--- config.mk ---
export PLATFORM = sky130hd
export DESIGN_NAME = exec_sequencer_flat
export DESIGN_NICKNAME = d
export VERILOG_FILES = /design/src/rtl/seq_pkg.sv /design/src/rtl/exec_sequencer_if.sv /design/src/rtl/seq_ack_timer.sv /design/src/rtl/exec_sequencer.sv /design/src/flat_wrapper.sv
export SDC_FILE = /design/constraint.sdc
export NUM_CORES = 1
export LEC_CHECK = 0
export BUFFER_PORTS_ARGS = -buffer_cell sky130_fd_sc_hd__buf_2
export CAP_MARGIN = 20
export CORE_MARGIN = 2
export CORE_UTILIZATION = 35
export DETAILED_ROUTE_END_ITERATION = 8
export HOLD_SLACK_MARGIN = 0.15
export SLEW_MARGIN = 25
export SYNTH_ARGS = -nofsm -noshare
export SYNTH_HDL_FRONTEND = slang
export SYNTH_SLANG_ARGS = --single-unit
--- constraint.sdc ---
create_clock -name clk -period 2.2 [get_ports clk]
set_input_delay 0.22 -clock clk [delete_from_list [all_inputs] [get_ports clk]]
set_output_delay 0.22 -clock clk [all_outputs]
set_load 0.1 [all_outputs]
--- src/rtl/seq_pkg.sv ---
// Shared types and defaults for the multicycle execution sequencer.
// Latency: n/a (declarations only).
// Backpressure: n/a.
package seq_pkg;

    localparam int STATE_W         = 3;
    localparam int CNT_W_DEF       = 32;
    localparam int ACK_TIMEOUT_DEF = 255;
    localparam int TMO_W_DEF       = 8;

    typedef enum logic [STATE_W-1:0] {
        S_IDLE   = 3'd0,
        S_FETCH  = 3'd1,
        S_DECODE = 3'd2,
        S_EXEC   = 3'd3,
        S_MEM    = 3'd4,
        S_WB     = 3'd5,
        S_HALT   = 3'd6,
        S_ERR    = 3'd7
    } state_t;

endpackage

--- src/rtl/exec_sequencer_if.sv ---
// Shared memory port between the sequencer (master) and memory (slave).
// Latency: combinational wires only.
// Backpressure: memory holds off completion by withholding mem_ack.
interface exec_sequencer_if;
    logic mem_req;
    logic mem_addr_sel;
    logic mem_we;
    logic mem_ack;

    modport master (output mem_req, output mem_addr_sel, output mem_we, input mem_ack);
    modport slave  (input mem_req, input mem_addr_sel, input mem_we, output mem_ack);
endinterface

--- src/rtl/seq_ack_timer.sv ---
// Counts cycles spent waiting for mem_ack; flags when the wait limit is reached.
// Latency: expire is combinational from the registered count and ack.
// Backpressure: none; a same-cycle ack always suppresses expire.
module seq_ack_timer #(
    parameter int TMO_W       = 8,
    parameter int ACK_TIMEOUT = 255
) (
    input  logic clk,
    input  logic rst,
    input  logic clr,
    input  logic en,
    input  logic ack,
    output logic expire
);

    localparam logic [TMO_W-1:0] LIMIT = TMO_W'(ACK_TIMEOUT);
    localparam logic [TMO_W-1:0] ONE   = TMO_W'(1);

    logic [TMO_W-1:0] count;

    // Wait counter: cleared on state entry, saturates at the limit so it never wraps.
    always_ff @(posedge clk or negedge rst) begin
        if (!rst)
            count <= '0;
        else if (clr)
            count <= '0;
        else if (en && !ack && (count != LIMIT))
            count <= count + ONE;
    end

    assign expire = (count == LIMIT) & ~ack;

endmodule

--- src/rtl/exec_sequencer.sv ---
// Multicycle control FSM: fetch/decode/exec/mem/wb over one shared memory port.
// Latency: 4 cycles per ALU op, 5 per load/store, plus memory wait cycles.
// Backpressure: stalls in FETCH/MEM until mem_ack; goes to ERR after ACK_TIMEOUT.
// Optional SEQ_SINGLE_STEP_EN adds step_mode: WB returns to IDLE instead of FETCH.
module exec_sequencer
    import seq_pkg::*;
#(
    parameter int CNT_W       = CNT_W_DEF,
    parameter int ACK_TIMEOUT = ACK_TIMEOUT_DEF,
    parameter int TMO_W       = TMO_W_DEF
) (
    input  logic                clk,
    input  logic                rst,
    exec_sequencer_if.master    mbus,
    input  logic                start,
    input  logic                halt_in,
    input  logic                is_load,
    input  logic                is_store,
    input  logic                gp_we_dec,
`ifdef SEQ_SINGLE_STEP_EN
    input  logic                step_mode,
`endif
    output logic                ir_we,
    output logic                pc_we,
    output logic                gpr_we,
    output logic [STATE_W-1:0]  state,
    output logic                halted,
    output logic                timeout_err,
    output logic [CNT_W-1:0]    cycle_cnt,
    output logic [CNT_W-1:0]    retired_cnt
);

    localparam logic [CNT_W-1:0] CNT_ONE = CNT_W'(1);

    state_t cur, nxt;
    logic   req, sel, we, expire, step;

`ifdef SEQ_SINGLE_STEP_EN
    assign step = step_mode;
`else
    assign step = 1'b0;
`endif

    seq_ack_timer #(.TMO_W(TMO_W), .ACK_TIMEOUT(ACK_TIMEOUT)) u_tmr (
        .clk    (clk),
        .rst    (rst),
        .clr    (nxt != cur),
        .en     ((cur == S_FETCH) || (cur == S_MEM)),
        .ack    (mbus.mem_ack),
        .expire (expire)
    );

    // State register.
    always_ff @(posedge clk or negedge rst) begin
        if (!rst)
            cur <= S_IDLE;
        else
            cur <= nxt;
    end

    // Next-state and strobe decode; ir_we is the only output that looks at mem_ack.
    always_comb begin
        nxt    = cur;
        req    = 1'b0;
        sel    = 1'b0;
        we     = 1'b0;
        ir_we  = 1'b0;
        pc_we  = 1'b0;
        gpr_we = 1'b0;
        case (cur)
            S_IDLE:   if (start) nxt = S_FETCH;
            S_FETCH: begin
                req = 1'b1;
                if (mbus.mem_ack) begin
                    ir_we = 1'b1;
                    nxt   = S_DECODE;
                end else if (expire) begin
                    nxt = S_ERR;
                end
            end
            S_DECODE: nxt = halt_in ? S_HALT : S_EXEC;
            S_EXEC:   nxt = (is_load | is_store) ? S_MEM : S_WB;
            S_MEM: begin
                req = 1'b1;
                sel = 1'b1;
                we  = is_store;   // store wins if the decoder flags both
                if (mbus.mem_ack)
                    nxt = S_WB;
                else if (expire)
                    nxt = S_ERR;
            end
            S_WB: begin
                pc_we  = 1'b1;
                gpr_we = gp_we_dec;
                nxt    = step ? S_IDLE : S_FETCH;
            end
            S_HALT:   nxt = S_HALT;
            S_ERR:    nxt = S_ERR;
            default:  nxt = S_IDLE;
        endcase
    end

    assign mbus.mem_req      = req;
    assign mbus.mem_addr_sel = sel;
    assign mbus.mem_we       = we;
    assign state             = cur;
    assign halted            = (cur == S_HALT);
    assign timeout_err       = (cur == S_ERR);

    // Active-cycle counter: frozen while idle, halted or in error.
    always_ff @(posedge clk or negedge rst) begin
        if (!rst)
            cycle_cnt <= '0;
        else if ((cur != S_IDLE) && (cur != S_HALT) && (cur != S_ERR))
            cycle_cnt <= cycle_cnt + CNT_ONE;
    end

    // Retired-instruction counter: one per writeback.
    always_ff @(posedge clk or negedge rst) begin
        if (!rst)
            retired_cnt <= '0;
        else if (cur == S_WB)
            retired_cnt <= retired_cnt + CNT_ONE;
    end

endmodule

--- src/flat_wrapper.sv ---
// flat-port wrapper written by rule: the top's interface ports become plain ports
module exec_sequencer_flat import seq_pkg::*;
#(
    parameter int CNT_W       = CNT_W_DEF,
    parameter int ACK_TIMEOUT = ACK_TIMEOUT_DEF,
    parameter int TMO_W       = TMO_W_DEF
)
  (clk, rst, start, halt_in, is_load, is_store, gp_we_dec, ir_we, pc_we, gpr_we, state, halted, timeout_err, cycle_cnt, retired_cnt, mbus_mem_req, mbus_mem_addr_sel, mbus_mem_we, mbus_mem_ack);
  exec_sequencer_if mbus_i ();
  input  logic clk;
  input  logic rst;
  input  logic start;
  input  logic halt_in;
  input  logic is_load;
  input  logic is_store;
  input  logic gp_we_dec;
  output logic ir_we;
  output logic pc_we;
  output logic gpr_we;
  output logic [STATE_W-1:0] state;
  output logic halted;
  output logic timeout_err;
  output logic [CNT_W-1:0] cycle_cnt;
  output logic [CNT_W-1:0] retired_cnt;
  output wire logic [$bits(mbus_i.mem_req)-1:0] mbus_mem_req;
  output wire logic [$bits(mbus_i.mem_addr_sel)-1:0] mbus_mem_addr_sel;
  output wire logic [$bits(mbus_i.mem_we)-1:0] mbus_mem_we;
  input wire logic [$bits(mbus_i.mem_ack)-1:0] mbus_mem_ack;
  assign mbus_mem_req = mbus_i.mem_req;
  assign mbus_mem_addr_sel = mbus_i.mem_addr_sel;
  assign mbus_mem_we = mbus_i.mem_we;
  assign mbus_i.mem_ack = mbus_mem_ack;
  exec_sequencer #(.CNT_W(CNT_W), .ACK_TIMEOUT(ACK_TIMEOUT), .TMO_W(TMO_W)) u_core (.clk(clk), .rst(rst), .mbus(mbus_i), .start(start), .halt_in(halt_in), .is_load(is_load), .is_store(is_store), .gp_we_dec(gp_we_dec), .ir_we(ir_we), .pc_we(pc_we), .gpr_we(gpr_we), .state(state), .halted(halted), .timeout_err(timeout_err), .cycle_cnt(cycle_cnt), .retired_cnt(retired_cnt));
endmodule
==> flow_metrics.env <==
export IMPL_yosys_top_cells_count="dfrtp_1, xnor2_1, nand2_1"
export IMPL_dp_hpwl_um=5367
export IMPL_yosys_area_top_type="dfrtp_1"
export IMPL_nets=430
export IMPL_reg2reg_from="u_core.state[2]"
export IMPL_syn_num_nets=337
export IMPL_endpoint_kind="output port"
export IMPL_seqPwrFrac=0.340
export IMPL_routed_wire_length_per_instance_um=13.20
export IMPL_synth_seq_area_share=0.5300
export IMPL_synth_top_area_frac=0.5300
export IMPL_status="completed"
export IMPL_post_cts_repair_setup_buffers=0
export IMPL_grt_usage=0.1399
export IMPL_drt_pass1_iterations=4
export IMPL_period_share=0.9326
export IMPL_fp_dieW_um=104.6
export IMPL_vias=2669
export IMPL_numCtsBuffers=9
export IMPL_switching_share=0.5205
export IMPL_p_int_mw=2.575
export IMPL_synthCells=326
export IMPL_htree_levels=3
export IMPL_multiInputGateArea_um2=1629
export IMPL_hold_path_class="primary input to flip-flop"
export IMPL_p_total_mw=5.370
export IMPL_port_buffer_count=82
export IMPL_diodes=0
export IMPL_fp_dieArea_um2=10940
export IMPL_drive_gt1_frac=0.3679
export IMPL_io_pins=83
export IMPL_area_delta_synth_final_pct=25.37
export IMPL_worstMarginPinSlew_ns=0.6334
export IMPL_synth_area_per_cell_um2=10.86
export IMPL_place_gp_congestion=0.7531
export IMPL_clkSlewWorstSetupHoldPaths_ns=0.08
export IMPL_final_setup_viol_count=0
export IMPL_synthTopCellsByArea="dfrtp_1, xnor2_1, xor2_1, nand3_1, nand2_1"
export IMPL_finalWirelength_um=7354
export IMPL_detail_route_antenna_nets=0
export IMPL_antenna_found_initial=0
export IMPL_ys_flop_type="dfrtp_1"
export IMPL_ys_ff_latch=75
export IMPL_cp_data_arrival_time_ns=1.83
export IMPL_grt_first_pass_wirelength_um=12510
export IMPL_async_flop_share=1.000
export IMPL_synth_edff_count=0
export IMPL_yosys_warnings=0
export IMPL_crit_fanout=11
export IMPL_r2r_slack_ns=0.30
export IMPL_rows=36
export IMPL_clock_sinks=75
export IMPL_fp_dieH_um=104.6
export IMPL_syn_area_um2=3541
export IMPL_clk_path_buf_depth=2
export IMPL_p_switching_mw=2.795
export IMPL_fillers=961
export IMPL_utilization=0.4521
export IMPL_drtIter0Drc=118
export IMPL_grt_overflow_total=0
export IMPL_cts_tree="built"
export IMPL_critPathMaxStageDelay_ns=0.55
export IMPL_seq_area_um2=1931
export IMPL_cts_root_buf="clkbuf_8"
export IMPL_drc=0
export IMPL_drv_slew=0
export IMPL_synthDistinctLibCells=37
export IMPL_peakVddDrop_mv=1.026
export IMPL_clkLatencyLatePin_ns=0.35
export IMPL_drv_cap=0
export IMPL_clkPwrFrac=0.196
export IMPL_viasPerCell=4.792
export IMPL_grt_max_degree=45
export IMPL_rsz0062_at_grt="false"
export IMPL_hp_start="start"
export IMPL_reg2reg_depth=5
export IMPL_min_period_ns=2.052
export IMPL_critPathKind="flip-flop to output port"
export IMPL_finalHoldViolCount=0
export IMPL_pre_cts_ws_ns=0.2830
export IMPL_pwr_share_comb=0.464
export IMPL_yosysMostFrequentCell="dfrtp_1"
export IMPL_core_area_um2=9819
export IMPL_p_leak_nw=2.143
export IMPL_p_per_area_nw_per_um2=1210
export IMPL_whs_endpoint="u_core.state[0]"
export IMPL_start_util=0.3606
export IMPL_rr_endpoint="u_core.retired_cnt[31]"
export IMPL_crit_chain="inv_1 -> nand2_1 -> nor2_4 -> and2_4 -> clkbuf_4"
export IMPL_critPathRequiredTime_ns=1.98
export IMPL_min_path_cells=3
export IMPL_max_freq_mhz=487.4
export IMPL_cp_start_kind="flip-flop"
export IMPL_setup_slack_ns=0.1483
export IMPL_first_global_vias=2571
export IMPL_cpMaxStageDelayCell="dfrtp_4"
export IMPL_slew_headroom=0.5777
export IMPL_skew_ns=0.01333
[cells by family after synthesis]
group,after synthesis,share of synthesized area
AO/OA/AOI/OAI,18,0.03110
XOR/XNOR,68,0.1682
adder cells (fa/ha/maj),3,0.01060
buffers and inverters,16,0.01838
flip-flops,75,0.5300
multiplexers,2,0.006007
AND/OR/NAND/NOR,144,0.2357
[critical path, delay by kind of cell (launching register included)]
kind,cells,cell delay (ns)
buffers and inverters,2,0.51
AND/OR/NAND/NOR,3,0.42
flip-flops,1,0.55
[power by group through the flow]
stage | registers [mW] | clock network [mW] | logic (mW)
2_1_floorplan | 2.73 | 0 | 1.19
3_3_place_gp | 1.84 | 0 | 2.48
3_5_place_dp | 1.85 | 0 | 2.50
4_1_cts | 1.83 | 1.08 | 2.51
5_1_grt | 1.87 | 1.14 | 2.62
6_report | 1.83 | 1.05 | 2.49
[layer usage]
layer	track usage	wire length, um	up-vias
met4	0.04857	104	0
met1	0.2017	3743	1286
met5	0	0	-
li1	-	-	1313
met2	0.2021	3147	60
met3	0.03805	358	10
[per-stage QoR]
| stage | hold WS, ns | std cells | area [um2] | setup TNS (ns) |
|---|---|---|---|---|
| after CTS | 0.2184 | 557 | 4437 | 0 |
| after global routing | 0.2782 | 557 | 4439 | 0 |
| final | 0.2334 | 557 | 4439 | 0 |
| after floorplan | -0.07559 | 326 | 3632 | -0.1411 |
| after global placement | 0.1925 | 539 | 4223 | 0 |
| after detailed placement | 0.1945 | 539 | 4223 | 0 |
[area by class of cell]
| type | count | area share |
|---|---|---|
| clock buffer | 10 | 0.02875 |
| clock inverter | 6 | 0.01494 |
| inverter | 10 | 0.009301 |
| multi-input combinational | 235 | 0.3670 |
| sequential | 75 | 0.4349 |
| tap | 133 | 0.03749 |
| timing repair buffer | 88 | 0.1077 |
[flip-flops by register name, summed over array words and instances, names as in the netlist]
register / flops
u_core.cycle_cnt: 32
u_core.state: 3
u_core.u_tmr.count: 8
u_core.retired_cnt: 32
[worst max-delay path by stage]
stage / from / end / slack [ns]
4_1_cts: u_core.state[0] / mbus_mem_we / 0.03
3_3_place_gp: u_core.state[2] / u_core.retired_cnt[26] / 0.33
5_1_grt: u_core.state[0] / mbus_mem_we / 0.05
2_1_floorplan: u_core.state[2] / mbus_mem_we / -0.14
6_report: u_core.state[0] / mbus_mem_we / 0.15
3_5_place_dp: u_core.state[2] / u_core.retired_cnt[26] / 0.28
[cells in the final DEF (no fill, tap or decap), types with 2 or more instances in the layout]
| cell | n |
|---|---|
| nand2b_1 | 3 |
| dfrtp_2 | 34 |
| buf_2 | 80 |
| a21oi_1 | 10 |
| nand2_1 | 33 |
| xnor2_1 | 49 |
| nand4_1 | 14 |
| nor4_4 | 4 |
| nor3_1 | 7 |
| o21ai_0 | 2 |
| nand3_1 | 29 |
| ha_1 | 3 |
| nor2_1 | 20 |
| dlygate4sd3_1 | 2 |
| xor2_1 | 19 |
| clkbuf_8 | 9 |
| and2_4 | 2 |
| buf_4 | 4 |
| clkinvlp_4 | 4 |
| inv_1 | 9 |
| and3_1 | 8 |
| dfrtp_4 | 3 |
| nor2_2 | 2 |
| and4_1 | 8 |
| dfrtp_1 | 38 |
[what timing repair did]
| item | in CTS | in global routing |
|---|---|---|
| endpoints found under the hold margin | 32 | 0 |
| resized for setup | 0 | 1 |
| hold buffers | 2 | 0 |
| setup endpoints to repair | 0 | 1 |
(Power assumes the default switching activity.)
